==> config.mk <==
export PLATFORM = sky130hd
export DESIGN_NAME = png_frm_ctl
export DESIGN_NICKNAME = d
export VERILOG_FILES = /design/src/rtl/png_frm_ctl.sv
export SDC_FILE = /design/constraint.sdc
export NUM_CORES = 1
export LEC_CHECK = 0
export CELL_PAD_IN_SITES_DETAIL_PLACEMENT = 2
export CELL_PAD_IN_SITES_GLOBAL_PLACEMENT = 2
export CORE_AREA = 2 2 162 164
export CTS_CLUSTER_DIAMETER = 100
export DETAILED_ROUTE_END_ITERATION = 10
export DIE_AREA = 0 0 164 166
export PLACE_DENSITY = 0.81
export SYNTH_ARGS = -nofsm -noshare
export SYNTH_HDL_FRONTEND = slang
export SYNTH_SLANG_ARGS = --single-unit
==> constraint.sdc <==
create_clock -name clk -period 2.9 [get_ports clk]
set_input_delay 0.29 -clock clk [delete_from_list [all_inputs] [get_ports clk]]
set_output_delay 0.29 -clock clk [all_outputs]
set_load 0.005 [all_outputs]
==> src/rtl/png_frm_ctl.sv <==
// png_frm_ctl - frame-level sequencer for the PNG encoder pipeline
// (filter -> fifo_flt -> lz77 -> bs, with adler32/crc32 alongside).
//
// Accepts one frame request, latches the geometry, issues staged start
// pulses, counts input pixels, merges the per-stage done pulses into one
// frame done, and flags zero geometry, pixel overrun and watchdog stalls.
//
// Ports:
//   clk, rstn                 clock, asynchronous active-low reset
//   cfg_w_i, cfg_h_i          frame geometry, sampled on an accepted start
//   start_i                   frame request pulse
//   val_i                     input pixel strobe
//   flt_done_i, lz_done_i,
//   bs_done_i                 per-stage done pulses
//   flt_start_o               start pulse to filter
//   bs_start_o                start pulse to bs, adler32 and crc32
//   lz_start_o                start pulse to lz77
//   cfg_w_o, cfg_h_o          latched geometry, stable for the whole frame
//   busy_o                    frame in progress
//   done_o                    frame-complete pulse
//   err_o, err_code_o         sticky error flag and code
//                             (0 none, 1 zero geometry, 2 timeout, 3 overrun)
//   cyc_cnt_o                 busy-cycle count of the last completed frame
//                             (only with PNG_FRM_CTL_STAT_EN defined)
//
// Optional feature macro: PNG_FRM_CTL_STAT_EN
module png_frm_ctl #(
    parameter int W_WD   = 12,
    parameter int H_WD   = 12,
    parameter int TMO_WD = 20
) (
    input  logic            clk,
    input  logic            rstn,
    input  logic [W_WD-1:0] cfg_w_i,
    input  logic [H_WD-1:0] cfg_h_i,
    input  logic            start_i,
    input  logic            val_i,
    input  logic            flt_done_i,
    input  logic            lz_done_i,
    input  logic            bs_done_i,
    output logic            flt_start_o,
    output logic            bs_start_o,
    output logic            lz_start_o,
    output logic [W_WD-1:0] cfg_w_o,
    output logic [H_WD-1:0] cfg_h_o,
    output logic            busy_o,
    output logic            done_o,
    output logic            err_o,
    output logic [1:0]      err_code_o
`ifdef PNG_FRM_CTL_STAT_EN
    ,
    output logic [31:0]     cyc_cnt_o
`endif
);

    localparam int NP_WD = W_WD + H_WD;
    localparam logic [TMO_WD-1:0] WD_MAX  = '1;
    // Firing on the stall that would make the counter all-ones gives
    // exactly 2^TMO_WD-1 stalled cycles before entering ERR.
    localparam logic [TMO_WD-1:0] WD_LAST = WD_MAX - TMO_WD'(1);

    typedef enum logic [2:0] {
        IDLE,
        FILT,
        LZ,
        TAIL,
        DONE,
        ERR
    } state_t;

    state_t state, state_nx;

    logic [NP_WD-1:0]  npix;
    logic [NP_WD-1:0]  pix_cnt;
    logic [TMO_WD-1:0] wd_cnt;
    logic              bs_seen;

    logic in_busy, geom_ok, can_start, accept, reject;
    logic progress, overrun, wd_fire;

    // Condition decode and next-state logic
    always_comb begin
        in_busy   = (state == FILT) || (state == LZ) || (state == TAIL);
        progress  = val_i || flt_done_i || lz_done_i || bs_done_i;
        geom_ok   = (cfg_w_i != '0) && (cfg_h_i != '0);
        can_start = (state == IDLE) || (state == ERR);
        accept    = can_start && start_i && geom_ok;
        reject    = can_start && start_i && !geom_ok;
        overrun   = (state == FILT) && val_i && (pix_cnt == npix);
        wd_fire   = in_busy && !progress && (wd_cnt == WD_LAST);

        state_nx = state;
        case (state)
            IDLE, ERR: begin
                if (accept)      state_nx = FILT;
                else if (reject) state_nx = ERR;
            end
            FILT: begin
                // overrun beats a simultaneous flt_done
                if (overrun)         state_nx = ERR;
                else if (flt_done_i) state_nx = LZ;
                else if (wd_fire)    state_nx = ERR;
            end
            LZ: begin
                if (lz_done_i)    state_nx = (bs_done_i || bs_seen) ? DONE : TAIL;
                else if (wd_fire) state_nx = ERR;
            end
            TAIL: begin
                if (bs_done_i)    state_nx = DONE;
                else if (wd_fire) state_nx = ERR;
            end
            DONE:    state_nx = IDLE;
            default: state_nx = IDLE;
        endcase
    end

    always_ff @(posedge clk or negedge rstn) begin
        if (!rstn) state <= IDLE;
        else       state <= state_nx;
    end

    // Registered outputs, derived from the transition being taken
    always_ff @(posedge clk or negedge rstn) begin
        if (!rstn) begin
            flt_start_o <= 1'b0;
            bs_start_o  <= 1'b0;
            lz_start_o  <= 1'b0;
            busy_o      <= 1'b0;
            done_o      <= 1'b0;
            cfg_w_o     <= '0;
            cfg_h_o     <= '0;
            err_o       <= 1'b0;
            err_code_o  <= 2'd0;
        end else begin
            flt_start_o <= accept;
            bs_start_o  <= accept;
            lz_start_o  <= (state == FILT) && (state_nx == LZ);
            busy_o      <= (state_nx == FILT) || (state_nx == LZ) || (state_nx == TAIL);
            done_o      <= (state_nx == DONE);
            if (accept) begin
                cfg_w_o    <= cfg_w_i;
                cfg_h_o    <= cfg_h_i;
                err_o      <= 1'b0;
                err_code_o <= 2'd0;
            end else if (reject) begin
                err_o      <= 1'b1;
                err_code_o <= 2'd1;
            end else if (overrun) begin
                err_o      <= 1'b1;
                err_code_o <= 2'd3;
            end else if (wd_fire) begin
                err_o      <= 1'b1;
                err_code_o <= 2'd2;
            end
        end
    end

    // Frame datapath: pixel count, bs_seen latch, watchdog
    always_ff @(posedge clk or negedge rstn) begin
        if (!rstn) begin
            npix    <= '0;
            pix_cnt <= '0;
            bs_seen <= 1'b0;
            wd_cnt  <= '0;
        end else begin
            if (accept) begin
                npix    <= NP_WD'(cfg_w_i) * NP_WD'(cfg_h_i);
                pix_cnt <= '0;
                bs_seen <= 1'b0;
            end else begin
                if ((state == FILT) && val_i && !overrun)
                    pix_cnt <= pix_cnt + NP_WD'(1);
                if (((state == FILT) || (state == LZ)) && bs_done_i)
                    bs_seen <= 1'b1;
            end
            if (!in_busy || (state_nx != state) || progress)
                wd_cnt <= '0;
            else
                wd_cnt <= wd_cnt + TMO_WD'(1);
        end
    end

`ifdef PNG_FRM_CTL_STAT_EN
    logic [31:0] cyc_run;
    logic [31:0] cyc_inc;

    // Includes the current busy cycle so the captured value covers the
    // whole frame, including the cycle in which done_o is being raised.
    always_comb begin
        cyc_inc = cyc_run;
        if (busy_o && (cyc_run != '1))
            cyc_inc = cyc_run + 32'd1;
    end

    always_ff @(posedge clk or negedge rstn) begin
        if (!rstn) begin
            cyc_run   <= '0;
            cyc_cnt_o <= '0;
        end else begin
            if (accept) cyc_run <= '0;
            else        cyc_run <= cyc_inc;
            if (state_nx == DONE)
                cyc_cnt_o <= cyc_inc;
        end
    end
`endif

endmodule
# --- Word-level counts from Yosys, hierarchy flattened ---
# Cells that the tools add are included.
totals:
  reg_bits: 103
  input_bits: 31
  out_inout_bits: 32
  word_cells: 82
classes:
  addsub: 2
  multipliers: 1
  n_eq_ne: 11
  muxes: 22
  reduce_logical: 33
op_table:
  columns: ["operator", "n"]
  rows:
  - ["$mux W24", 2]
  - ["$add A24 B1 Y24 const B", 1]
  - ["$eq A24 B24 Y1", 1]
  - ["$mul A12 B12 Y24", 1]
  - ["$mux W3", 8]
  - ["$reduce_bool A12 Y1", 2]
  - ["$add A20 B1 Y20 const B", 1]
  - ["$eq A20 B20 Y1 const B", 1]
  - ["$mux W20", 1]
  - ["$eq A3 B2 Y1 const B", 4]
  - ["$pmux W3 S4", 1]
  - ["$logic_and A1 B1 Y1", 11]
  - ["$logic_or A1 B1 Y1", 11]
  - ["$mux W2", 4]
  - ["$eq A3 B1 Y1 const B", 2]
  - ["$eq A3 B3 Y1 const B", 2]
  - ["$mux W1", 6]
  - ["$logic_not A1 Y1", 4]
  - ["$reduce_bool A2 Y1", 2]
  - ["$reduce_bool A4 Y1", 1]
  - ["$logic_not A3 Y1", 1]
  - ["$ne A3 B3 Y1", 1]
  - ["$reduce_or A2 Y1", 1]

# --- Depth between registers and ports, before layout ---
logic_depth:
  ltp_word: 14
  ltp_mapped: 20
  mapped_depth_nobuf: 18

# --- Least setup slack after synthesis ---
# Ideal clock, no wire load.
synth_timing:
  path_type: "input-to-reg"
  start: "input port cfg_w_i[8]"
  end: "register npix[23]"
  setup_time_ns: 0.080
  arrival_ns: 5.269
  required_ns: 2.820
  slack_ns: -2.449
  stages: 18
  cell_sequence: "clkbuf_1 nand2_1 fa_1 inv_1 fa_1 fa_1 fa_1 inv_1 fa_1 inv_1 ha_1 buf_6 a211oi_2 nor3b_1 or3_1 or4b_1 a211o_1 o211ai_2"
synth_between:
  elab_chain_len: 3
  elab_cells_between_ends: 4
  classes_between: "mul: 1; reduce/logical: 3"
synth_rtl:
  columns: ["element", "line_no", "rtl"]
  rows:
  - ["from (decl)", "34", "input logic [W_WD-1:0] cfg_w_i,"]
  - ["parallel branches: the longest is 3 deep, another holds $mul A12 B12 Y24", null, null]
  - ["to (signal assigned)", "167", "npix <= NP_WD'(cfg_w_i) * NP_WD'(cfg_h_i);"]
  - ["to (decl)", "73", "logic [NP_WD-1:0] npix;"]
# Parallel ways; which one is timed is not known.
# A chain may end at the register's enable or synchronous reset.

# --- Worst setup path after layout ---
layout_timing:
  start: "input port cfg_w_i[7]"
  end: "register npix[13]"
# Same word-level chain as after synthesis.

==> impl_metrics.yaml <==
status:
  status: "complete, but fails checks"
  violations: "negative setup slack"
floorplanning:
  start_util_pct: 37.3
  core_area_um2: 25600
  dieArea_um2: 27200
  fp-row-count: 59
  chipHeight_um: 166
  die_w_um: 164
  ios: 63
pwr:
  swShare_pct: 52.2
  p_comb_share_pct: 78.2
  internal-power_mw: 8.04
  p_switching_mw: 8.79
  seq_power_share_pct: 13.6
  ir_worst_vdd_uv: 642
  power.density_nw_per_um2: 1260
  clockPowerShare_pct: 8.2
  p_leak_nw: 6.45
global_route:
  grt_pass1_wl_um: 71000
  grt_use_total_pct: 35.8
  grt_max_degree: 54
  grt_use_met3_pct: 6.34
  antenna_found_initial: 2
  grt_pass1_vias: 10900
  grt.busiest_layer: "met2"
  grt_use_met2_pct: 64.5
  grt_overflow: 0
  grt_util_met1_pct: 37.4
sta:
  fmax_mhz: 183
  setup_viol: 50
  setup_ws_ns: -2.57
  fin_tns_setup_ns: -40.59
  hold_violations: 0
  relSlewSlack_pct: 38.0
  fin_worst_skew_ns: 0.0144
  worst_pin_slew_ns: 0.921
  rsz0062_at_grt: "true"
  fin_crit_sh_pct: 189
  min_period_ns: 5.47
  slew_violations: 0
  hold_ws_ns: 0.298
clocking:
  clkTransAtPathRegs_ns: 0.09
  clock_sinks: 103
  cts_tree: "built"
  cts_root_buf: "clkbuf_16"
  htree_levels: 3
  clk_path_buf_depth: 2
  numCtsBuffers: 9
  clock_latency_ns: 0.39
final_layout:
  syn_to_final_growth_pct: 39.4
  layout-drive-gt1-share_pct: 32.1
  final_nets: 1473
  fillers: 2616
yosys:
  ys_ff_latch: 103
  synth.distinct_cells: 59
  syn_area_um2: 9550
  yosys-top-cells-area: "dfrtp_1 27%, fa_1 21%, nand2_1 8.6%"
  synth_top_area_share_pct: 27.0
  netlist.top_cell.by_area: "dfrtp_1"
  yosys-top-cells-count: "218 x nand2_1, 145 x inv_1, 103 x dfrtp_1"
  synthesis.nets: 1274
  synth_most_common_cell: "nand2_1"
  synth_cells: 1078
  async_flop_share_pct: 100
  synth_edf_count: 0
  yosysWarnings: 0
  synth-main-ff-cell: "dfrtp_1"
  syn_avg_cell_area_um2: 8.85
  yosysSeqAreaShare_pct: 27.0
setup_path:
  max_stage_delay_ns: 0.75
  crit_slowest_cell: "fa_1"
  path_cells: "buf_4, buf_8, buf_4, nand2_1, fa_1, inv_1, fa_2, fa_1, inv_2, fa_1, inv_2, ha_4, o211ai_1, nand2_2, buf_6, o21ai_4, buf_6, o21bai_1, xnor2_1, o21ai_1"
  critPathRequiredTime_ns: 3.12
  crit_top_cell: "fa_1"
  path_class: "input pin to flip-flop"
  crit_path_end_kind: "flip-flop"
  cp.arrival_ns: 5.68
  worstPathMaxFanout: 6
  worst_setup_path_start_kind: "input pin"
route:
  antenna_left: 0
  drt_wl_total_um: 56600
  vias: 9644
  drtIter0Drc: 680
  via_per_inst: 5.96
  wl_per_cell_um: 35.0
  post-route-drc-count: 0
  dr.pass1.iters: 6
run:
  drv_cap: 0
placement:
  dpl.hpwl_um: 28800
  gp_congestion: 0.839
  portBuffers: 62
worst_hold_path:
  min_path_type: "input pin to flip-flop"
==> area by class of cell <==
cell class / count / area, µm² / share of cell area [%]
Inverter: 145 / 549 / 4.13
Sequential cell: 103 / 2580 / 19.4
Tap cell: 335 / 419 / 3.15
Clock buffer: 9 / 225 / 1.69
Clock inverter: 7 / 70.1 / 0.527
Multi-Input combinational cell: 779 / 7180 / 54.0
Antenna cell: 1 / 2.50 / 0.0188
Timing Repair Buffer: 239 / 2270 / 17.1
==> metrics by stage <==
step | util (%) | area, µm² | setup slack (ns) | power (mW) | cells
finish | 51.9 | 13300 | -2.57 | 16.8 | 1618
global route | 51.9 | 13300 | -2.67 | 17.2 | 1617
CTS | 49.6 | 12700 | -1.98 | 13.7 | 1596
detailed placement | 45.1 | 11600 | -3.07 | 10.7 | 1543
global placement | 45.1 | 11600 | -2.57 | 9.64 | 1543
floorplan | - | 10100 | -2.01 | 6.96 | 1078
==> cell families after synthesis <==
kind of cell,after synthesis,synth area share [%]
compound gates,105,7.51
xor+xnor,70,6.42
fa+ha+maj,165,29.5
buf+inv,196,7.98
flops,103,27.0
mux,3,0.328
simple gates,436,21.3
==> flip-flops by register name (all words and copies together) (netlist names) <==
name / cells
bs_start_o: 1
npix: 24
wd_cnt: 20
err_code_o: 2
bs_seen: 1
cfg_h_o: 12
pix_cnt: 24
busy_o: 1
done_o: 1
state: 3
lz_start_o: 1
err_o: 1
cfg_w_o: 12
==> metal layers <==
metal	part of all wire [%]	wire length, µm
met1	32	18200
met2	49	27700
met3	6.0	3400
met4	13	7210
met5	0.025	14
==> what timing repair did <==
| item | 4_1_cts | 5_1_grt |
|---|---|---|
| resized for setup | 249 | 135 |
| setup buffers | 38 | 31 |
| endpoints found under the setup margin | 20 | 26 |
| hold endpoints to repair | 13 | 0 |
| pin swaps | 82 | 82 |
| hold buffers | 1 | 0 |
==> cell usage in the layout (no fill, tap or decap), types with 37 or more instances in the layout <==
cell and instances:
and2_1 46, inv_1 109, buf_6 47, clkdlybuf4s50_1 37, ha_1 40, fa_1 79, buf_4 121, nand2_1 187
xor2_1 43, nor2_1 52, dfrtp_1 103
==> final timing paths <==
check                      startpoint     endpoint  slack, ns  cells after the start
min in group asynchronous        rstn    wd_cnt[7]       0.52                      2
min reg2reg                cfg_w_o[2]   cfg_w_o[2]       0.49                      2
max reg2reg                pix_cnt[3]  pix_cnt[16]      -0.27                      7
max in group asynchronous        rstn   pix_cnt[7]       1.61                      3
max                        cfg_w_i[7]     npix[13]      -2.57                     20
min                        cfg_h_i[3]   cfg_h_o[3]       0.30                      4
==> power by group through the flow <==
stage                     clock network, mW  registers (mW)  logic [mW]
after global routing                   1.41            2.29        13.5
after CTS                              1.30            2.18        10.3
after floorplan                           0            2.09        4.87
final                                  1.38            2.28        13.2
after detailed placement                  0            2.19        8.53
after global placement                    0            2.16        7.48
==> critical path, delay by kind of cell <==
kind | cells | cell delay [ns]
compound gates | 4 | 1.02
fa+ha+maj | 5 | 2.68
xor+xnor | 1 | 0.17
simple gates | 2 | 0.24
buf+inv | 8 | 1.25
(Power assumes the default switching activity.)
